## src/rtl/mips_multicycle_control.sv

```systemverilog
// Multicycle MIPS control unit: Moore main-decoder FSM plus combinational ALU decoder.
// Optionally traps signed overflow on add/sub/addi by suppressing the register write.
module mips_multicycle_control #(
    parameter bit OVF_TRAP = 1'b1
) (
    input  logic       ck,
    input  logic       reset_,
    input  logic [5:0] Op,
    input  logic [5:0] Funct,
    input  logic       overflow,
    output logic       IorD,
    output logic       IRWrite,
    output logic       RegDest,
    output logic       MemtoReg,
    output logic       RegWrite,
    output logic       MemWrite,
    output logic       ALUSrcA,
    output logic [1:0] ALUSrcB,
    output logic [2:0] ALUControl,
    output logic [1:0] PCSrc,
    output logic       Branch,
    output logic       PCWrite,
    output logic       ovf_exc,
    output logic [3:0] state
);

    typedef enum logic [3:0] {
        S_FETCH  = 4'd0,
        S_DECODE = 4'd1,
        S_MEMADR = 4'd2,
        S_MEMRD  = 4'd3,
        S_MEMWB  = 4'd4,
        S_MEMWR  = 4'd5,
        S_EXEC   = 4'd6,
        S_ALUWB  = 4'd7,
        S_BEQ    = 4'd8,
        S_ADDIEX = 4'd9,
        S_ADDIWB = 4'd10,
        S_JUMP   = 4'd11
    } state_t;

    localparam logic [5:0] OP_LW   = 6'b100011;
    localparam logic [5:0] OP_SW   = 6'b101011;
    localparam logic [5:0] OP_R    = 6'b000000;
    localparam logic [5:0] OP_BEQ  = 6'b000100;
    localparam logic [5:0] OP_ADDI = 6'b001000;
    localparam logic [5:0] OP_J    = 6'b000010;

    localparam logic [5:0] FN_ADD = 6'b100000;
    localparam logic [5:0] FN_SUB = 6'b100010;
    localparam logic [5:0] FN_AND = 6'b100100;
    localparam logic [5:0] FN_OR  = 6'b100101;
    localparam logic [5:0] FN_SLT = 6'b101010;

    localparam logic [2:0] ALU_ADD = 3'b010;
    localparam logic [2:0] ALU_SUB = 3'b110;
    localparam logic [2:0] ALU_AND = 3'b000;
    localparam logic [2:0] ALU_OR  = 3'b001;
    localparam logic [2:0] ALU_SLT = 3'b111;

    state_t state_q, state_d;
    logic   ovf_q, ovf_d;

    logic       funct_addsub;
    logic       funct_legal;
    logic [2:0] alu_funct;

    // ALU decoder for R-type; unknown functions compute an add but never write back.
    always_comb begin
        alu_funct    = ALU_ADD;
        funct_legal  = 1'b1;
        funct_addsub = 1'b0;
        case (Funct)
            FN_ADD: begin
                alu_funct    = ALU_ADD;
                funct_addsub = 1'b1;
            end
            FN_SUB: begin
                alu_funct    = ALU_SUB;
                funct_addsub = 1'b1;
            end
            FN_AND:  alu_funct = ALU_AND;
            FN_OR:   alu_funct = ALU_OR;
            FN_SLT:  alu_funct = ALU_SLT;
            default: funct_legal = 1'b0;
        endcase
    end

    always_comb begin
        state_d = S_FETCH;
        case (state_q)
            S_FETCH:  state_d = S_DECODE;
            S_DECODE: begin
                case (Op)
                    OP_LW, OP_SW: state_d = S_MEMADR;
                    OP_R:         state_d = S_EXEC;
                    OP_BEQ:       state_d = S_BEQ;
                    OP_ADDI:      state_d = S_ADDIEX;
                    OP_J:         state_d = S_JUMP;
                    default:      state_d = S_FETCH;
                endcase
            end
            S_MEMADR: begin
                if (Op == OP_LW)      state_d = S_MEMRD;
                else if (Op == OP_SW) state_d = S_MEMWR;
                else                  state_d = S_FETCH;
            end
            S_MEMRD:  state_d = S_MEMWB;
            S_EXEC:   state_d = S_ALUWB;
            S_ADDIEX: state_d = S_ADDIWB;
            default:  state_d = S_FETCH;
        endcase
    end

    // Overflow is only meaningful when captured at the end of an arithmetic execute step.
    always_comb begin
        ovf_d = 1'b0;
        if ((state_q == S_EXEC && funct_addsub) || state_q == S_ADDIEX)
            ovf_d = overflow;
    end

    always_ff @(posedge ck or posedge reset_) begin
        if (reset_) begin
            state_q <= S_FETCH;
            ovf_q   <= 1'b0;
        end else begin
            state_q <= state_d;
            ovf_q   <= ovf_d;
        end
    end

    logic trap;
    assign trap = OVF_TRAP && ovf_q;

    logic reg_write_raw, mem_write_raw, ir_write_raw, pc_write_raw, branch_raw, ovf_exc_raw;

    always_comb begin
        IorD          = 1'b0;
        RegDest       = 1'b0;
        MemtoReg      = 1'b0;
        ALUSrcA       = 1'b0;
        ALUSrcB       = 2'b00;
        ALUControl    = ALU_ADD;
        PCSrc         = 2'b00;
        reg_write_raw = 1'b0;
        mem_write_raw = 1'b0;
        ir_write_raw  = 1'b0;
        pc_write_raw  = 1'b0;
        branch_raw    = 1'b0;
        ovf_exc_raw   = 1'b0;
        case (state_q)
            S_FETCH: begin
                ALUSrcB      = 2'b01;
                ir_write_raw = 1'b1;
                pc_write_raw = 1'b1;
            end
            S_DECODE: ALUSrcB = 2'b11;
            S_MEMADR, S_ADDIEX: begin
                ALUSrcA = 1'b1;
                ALUSrcB = 2'b10;
            end
            S_MEMRD: IorD = 1'b1;
            S_MEMWR: begin
                IorD          = 1'b1;
                mem_write_raw = 1'b1;
            end
            S_MEMWB: begin
                MemtoReg      = 1'b1;
                reg_write_raw = 1'b1;
            end
            S_EXEC: begin
                ALUSrcA    = 1'b1;
                ALUControl = alu_funct;
            end
            S_ALUWB: begin
                ALUSrcA       = 1'b1;
                ALUControl    = alu_funct;
                RegDest       = 1'b1;
                reg_write_raw = funct_legal && !trap;
                ovf_exc_raw   = trap;
            end
            S_ADDIWB: begin
                reg_write_raw = !trap;
                ovf_exc_raw   = trap;
            end
            S_BEQ: begin
                ALUSrcA    = 1'b1;
                ALUControl = ALU_SUB;
                PCSrc      = 2'b01;
                branch_raw = 1'b1;
            end
            S_JUMP: begin
                PCSrc        = 2'b10;
                pc_write_raw = 1'b1;
            end
            default: ;
        endcase
    end

    // Write enables are forced low for as long as reset is held, not just at the edge.
    assign RegWrite = reg_write_raw && !reset_;
    assign MemWrite = mem_write_raw && !reset_;
    assign IRWrite  = ir_write_raw  && !reset_;
    assign PCWrite  = pc_write_raw  && !reset_;
    assign Branch   = branch_raw    && !reset_;
    assign ovf_exc  = ovf_exc_raw   && !reset_;
    assign state    = state_q;

endmodule
```

## config.mk

```make
export PLATFORM = sky130hd
export DESIGN_NAME = mips_multicycle_control
export DESIGN_NICKNAME = d
export VERILOG_FILES = /design/src/rtl/mips_multicycle_control.sv
export SDC_FILE = /design/constraint.sdc
export NUM_CORES = 1
export LEC_CHECK = 0
export CELL_PAD_IN_SITES_DETAIL_PLACEMENT = 2
export CELL_PAD_IN_SITES_GLOBAL_PLACEMENT = 2
export CORE_MARGIN = 2
export CORE_UTILIZATION = 19
export CTS_BUF_LIST = sky130_fd_sc_hd__clkbuf_8 sky130_fd_sc_hd__clkbuf_16
export CTS_CLUSTER_SIZE = 14
export DETAILED_ROUTE_END_ITERATION = 6
export PLACE_DENSITY_LB_ADDON = 0.1
export SYNTH_ARGS = -nofsm -noshare
export SYNTH_HDL_FRONTEND = slang
export SYNTH_SLANG_ARGS = --single-unit
```

## constraint.sdc

```tcl
create_clock -name ck -period 3.7 [get_ports ck]
set_input_delay 0.74 -clock ck [delete_from_list [all_inputs] [get_ports ck]]
set_output_delay 0.74 -clock ck [all_outputs]
set_load 0.005 [all_outputs]
```

---- Word-level counts from Yosys, hierarchy flattened ----
Index checks and enable logic that the tools add are counted.
word-level totals
  register bits after elaboration ......... 5
  input port bits ......................... 15
  word-level logic and storage cells ...... 66
  output and inout port bits .............. 21
cells by class
  mux-type cells .......................... 21
  eq/ne operators ......................... 21
  reductions and logical operators ........ 22
operators by type and width
  operator                                                               number
  6-bit equality test, second input constant                             7
  4-bit case mux with 6 select lines                                     1
  4-bit case mux with 5 select lines                                     1
  4-bit by 3-bit equality test with 1-bit output, second input constant  4
  4-bit equality test, second input constant                             4
  2-bit OR reduction                                                     7
  1-bit two-way mux                                                      12
  3-bit case mux with 4 select lines                                     1
  5-bit OR reduction                                                     2
  4-bit by 2-bit equality test with 1-bit output, second input constant  2
  1-bit logical AND                                                      8
  6-bit by 2-bit equality test with 1-bit output, second input constant  1
  6-bit by 3-bit equality test with 1-bit output, second input constant  1
  6-bit by 4-bit equality test with 1-bit output, second input constant  1
  6-bit zero test                                                        1
  3-bit two-way mux                                                      2
  2-bit case mux with 3 select lines                                     1
  3-bit case mux with 2 select lines                                     1
  4-bit by 1-bit equality test with 1-bit output, second input constant  1
  4-bit zero test                                                        1
  2-bit case mux with 2 select lines                                     1
  1-bit case mux with 3 select lines                                     1
  1-bit zero test                                                        2
  1-bit logical OR                                                       1

---- Logic depth before layout (Yosys ltp) ----
  depth in word-level cells ............... 6
  mapped depth ............................ 5
  mapped depth without buffers ............ 4

---- Worst setup path after synthesis ----
Ideal clock, no wire load.
  path type ............................... input -> output
  from .................................... input port Funct[4]
  to ...................................... output port ALUControl[2]
  setup slack ............................. 1.741 ns
  path buffers ............................ 0
  stages on the path ...................... 3
  required time ........................... 2.960 ns
  arrival ................................. 1.219 ns
  path through ............................ nor3b_2 > nand2_1 > o21ai_1
on the way
  word-level cells in the longest chain between the ends .. 3
  elaborated cells between the ends (all ways) .. 6
  those cells by class .................... 4 x eq/ne; 2 x mux
RTL lines
  element                               line  text
  start, declared                       9     input logic [5:0] Funct,
  6-bit equality test                   73    case (Funct)
  3-bit case mux with 4 select lines *  73
  3-bit case mux with 2 select lines *  151   case (state_q)
  end, declared                         19    output logic [2:0] ALUControl,
Mark *: on every way between the ends. The rest lies on a longest branch, timed or not.

---- Final worst setup path ----
  from .................................... input port Funct[0]
  to ...................................... output port RegWrite
on the way
  word-level cells in the longest chain between the ends .. 6
  elaborated cells between the ends (all ways) .. 10
  those cells by class .................... 5 x eq/ne; 2 x mux; 3 x reduce/logical
RTL lines
  element                                line  text
  6-bit equality test                    73
  5-bit OR reduction (no source line) *  --
  1-bit two-way mux *                    73
  1-bit logical AND *                    179   reg_write_raw = funct_legal && !trap;
  1-bit case mux with 3 select lines *   151
  1-bit logical AND *                    201   assign RegWrite = reg_write_raw && !reset_;
  end, declared                          15    output logic RegWrite,
Marked as above.

==> impl_metrics.csv <==
group,metric,value,unit
sta,rsz0062_at_grt,"false",
floorplanning,core.rowCount,20,
floorplanning,start_util,19.88,%
layout,utilization,33.44,%
floorplanning,core-area,3053,um2
sta,slew_headroom,61.66,%
drt,drtIter0Drc,15,
sta,fin_worst_skew,0.2437,ps
power,ir_worst_vdd,0.0001079,V
clock_tree,cts_hold_buf,0,
layout,finalNetCount,135,
layout,layout-drive-gt1-share,5.882,%
critical_path,startpoint_type,"primary input",
sta,setup_viol,0,
critical_path,cp-end-kind,"output pin",
grt,grt_pass1_vias,774,
sta,worst_slew_pin_slew,575.1,ps
synth,synth_top_cell_by_area,"dfrtp_1",
clock_tree,cts_root_buf,"clkbuf_8",
critical_path,crit_arrival,2290,ps
clock_tree,numCtsBuffers,3,
critical_path,path_class,"primary input to output pin",
synth,avgSynthCellArea,7.056,um2
clock_tree,cts_buffer_depth,2,
synth,ys.warnings.count,0,
grt,grt_start_max_net_pins,20,
synth,netlist_area,606.8,um2
run_status,status,"finished clean",
power,p_per_area,387.8,nW/um2
power,power.leakage,0.3607,nW
synth,yosys_register_bits,5,
power,power.total,395.9,uW
critical_path,cp.required,2960,ps
drt,viasPerCell,4.577,
clock_tree,ctsResizeCount,0,
grt,grtUsageTotal,14.10,%
drt,drt_first_pass_iters,2,
drt,wl_per_cell,14.29,um
placed_design,hpwl,1795,um
clock_tree,cts_setup_buffers,0,
clock_tree,h-tree-depth,1,
synth,seq_area_frac_synth,20.62,%
sta,hold_viol,0,
sta,hold_ws,759.1,ps
drt,drc,0,
floorplanning,die_width,60.52,um
drt,vias,746,
sta,min_period_over_period,81.78,%
floorplanning,die_area,3662,um2
drt,wl,2329,um
grt,grt_overflow,0,
grt,grt_pass1_wl,3788,um
placed_design,gp_congestion,0.7700,
floorplanning,die_y,60.52,um
floorplanning,pin_count,36,
layout,diodes,0,
clock_tree,cts.sinks,5,
sta,layout_min_cycle_time,3026,ps
hold_path,hold_path_class,"register to register",
critical_path,crit_fanout,4,
placed_design,port_buffers,35,
synth,synth.distinct_cells,33,
synth,syn_inst,86,
grt,antenna_found_initial,0,
clock_tree,path_clk_slew,30,ps
sta,slew_violations,0,
synth,synth_top_cell_area_share,20.62,%
clock_tree,cts_tree,"built",
run,drv_cap,0,
synth,yosys-top-cells-area,"dfrtp_1 21%, nor2_1 8.0%, nand2b_1 5.2%",
clock_tree,clk_latency,220,ps
layout,area_delta_synth_final,68.25,%
drt,drtAntennaViolNets,0,
synth,syn_nets,101,
sta,setup_tns,0,ps
sta,max_freq,330.5,MHz
## placed cells by master (no fill, tap or decap), drive strengths merged
| master | instances |
|---|---|
| a211oi | 1 |
| a21oi | 4 |
| a32oi | 1 |
| clkbuf | 3 |
| clkdlybuf4s50 | 35 |
| dfrtp | 5 |
| inv | 5 |
| mux2i | 1 |
| nand2 | 6 |
| nand2b | 5 |
| nand3 | 6 |
| nor2 | 13 |
| nor2b | 3 |
| nor3 | 4 |
| nor3b | 2 |
| nor4 | 4 |
| nor4b | 1 |
| o2111a | 1 |
| o211ai | 2 |
| o21ai | 7 |
| o22ai | 2 |
| o311ai | 1 |
| o31ai | 1 |
| or2 | 1 |
| or3 | 2 |
| xnor2 | 1 |
| xor2 | 2 |
## per-stage QoR
step / std cells / instance area, um2 / setup WS [ps]
2_1_floorplan: 86 / 606.8 / 1741
3_3_place_gp: 159 / 975.9 / 673.6
3_5_place_dp: 159 / 975.9 / 671.4
4_1_cts: 163 / 1021 / 667.7
5_1_grt: 163 / 1021 / 547.0
6_report: 163 / 1021 / 674.1
## cell usage after synthesis
library cell,count
o311ai_1,1
nor3b_2,1
o211ai_1,2
dfrtp_1,5
a32oi_1,1
nand2b_1,5
a21oi_1,4
o22ai_1,1
nor3_1,4
nand2_1,6
nor2b_1,3
xnor2_1,1
a211oi_1,1
o2111a_1,1
buf_2,2
buf_4,1
nand3_1,6
nor4_4,1
or3_1,2
o22ai_2,1
mux2i_1,1
inv_1,4
buf_6,1
o31ai_1,1
nor3b_1,1
xor2_1,2
o21ai_1,2
clkbuf_1,2
or2_4,1
o21ai_0,5
nor4b_1,1
nor4_1,3
nor2_1,13
## logic make-up (layout without fill, tap and decap cells)
logic type,after synthesis,after routing,share of synthesized area [%]
AO/OA/AOI/OAI,20,20,21.86
AND/OR/NAND/NOR,47,47,43.09
buffers and inverters,10,43,8.454
multiplexers,1,1,1.650
flip-flops,5,5,20.62
XOR/XNOR,3,3,4.331
## layer usage
layer | track usage, % | share of wire, % | up-vias
met4 | 4.658 | 1.1 | 0
met1 | 17.10 | 45 | 348
met3 | 2.132 | 3.9 | 4
met5 | 0 | 0 | -
li1 | - | - | 372
met2 | 25.47 | 50 | 22
## power by group
| group | internal, mW | total (mW) | switching (mW) | leakage, nW |
|---|---|---|---|---|
| sequential | 0.0647 | 0.101 | 0.0366 | 0.0672 |
| combinational | 0.111 | 0.197 | 0.0860 | 0.267 |
| clock | 0.0711 | 0.0979 | 0.0268 | 0.0269 |
| total | 0.247 | 0.396 | 0.149 | 0.361 |
## path summary, 6_finish.rpt
kind,from,to,slack [ps],cells after the start
hold / removal,state[0],state[1],760,2
min in group asynchronous,reset_,state[3],920,2
setup reg to reg,state[1],state[3],2100,4
max in group asynchronous,reset_,state[2],2610,2
hold reg to reg,state[0],state[1],760,2
setup / recovery,Funct[0],RegWrite,670,6
## sequential cells by signal, summed over array words and instances (netlist names)
signal / flops
ovf_q: 1
state: 4
## final cells by class
type / instances / area, um2
Fill cell: 379 / 2032
Multi-Input combinational cell: 71 / 430.4
Timing Repair Buffer: 35 / 350.3
Clock buffer: 3 / 41.29
Clock inverter: 1 / 3.754
Tap cell: 44 / 55.05
Sequential cell: 5 / 125.1
Inverter: 4 / 15.01
## critical path, cell delays in order
cell,delay (ps)
clkdlybuf4s50_1,460
nor2b_1,160
nor3_1,150
nand3_1,100
a21oi_1,160
clkdlybuf4s50_1,520
No activity file was read; power rests on OpenSTA's default activity.
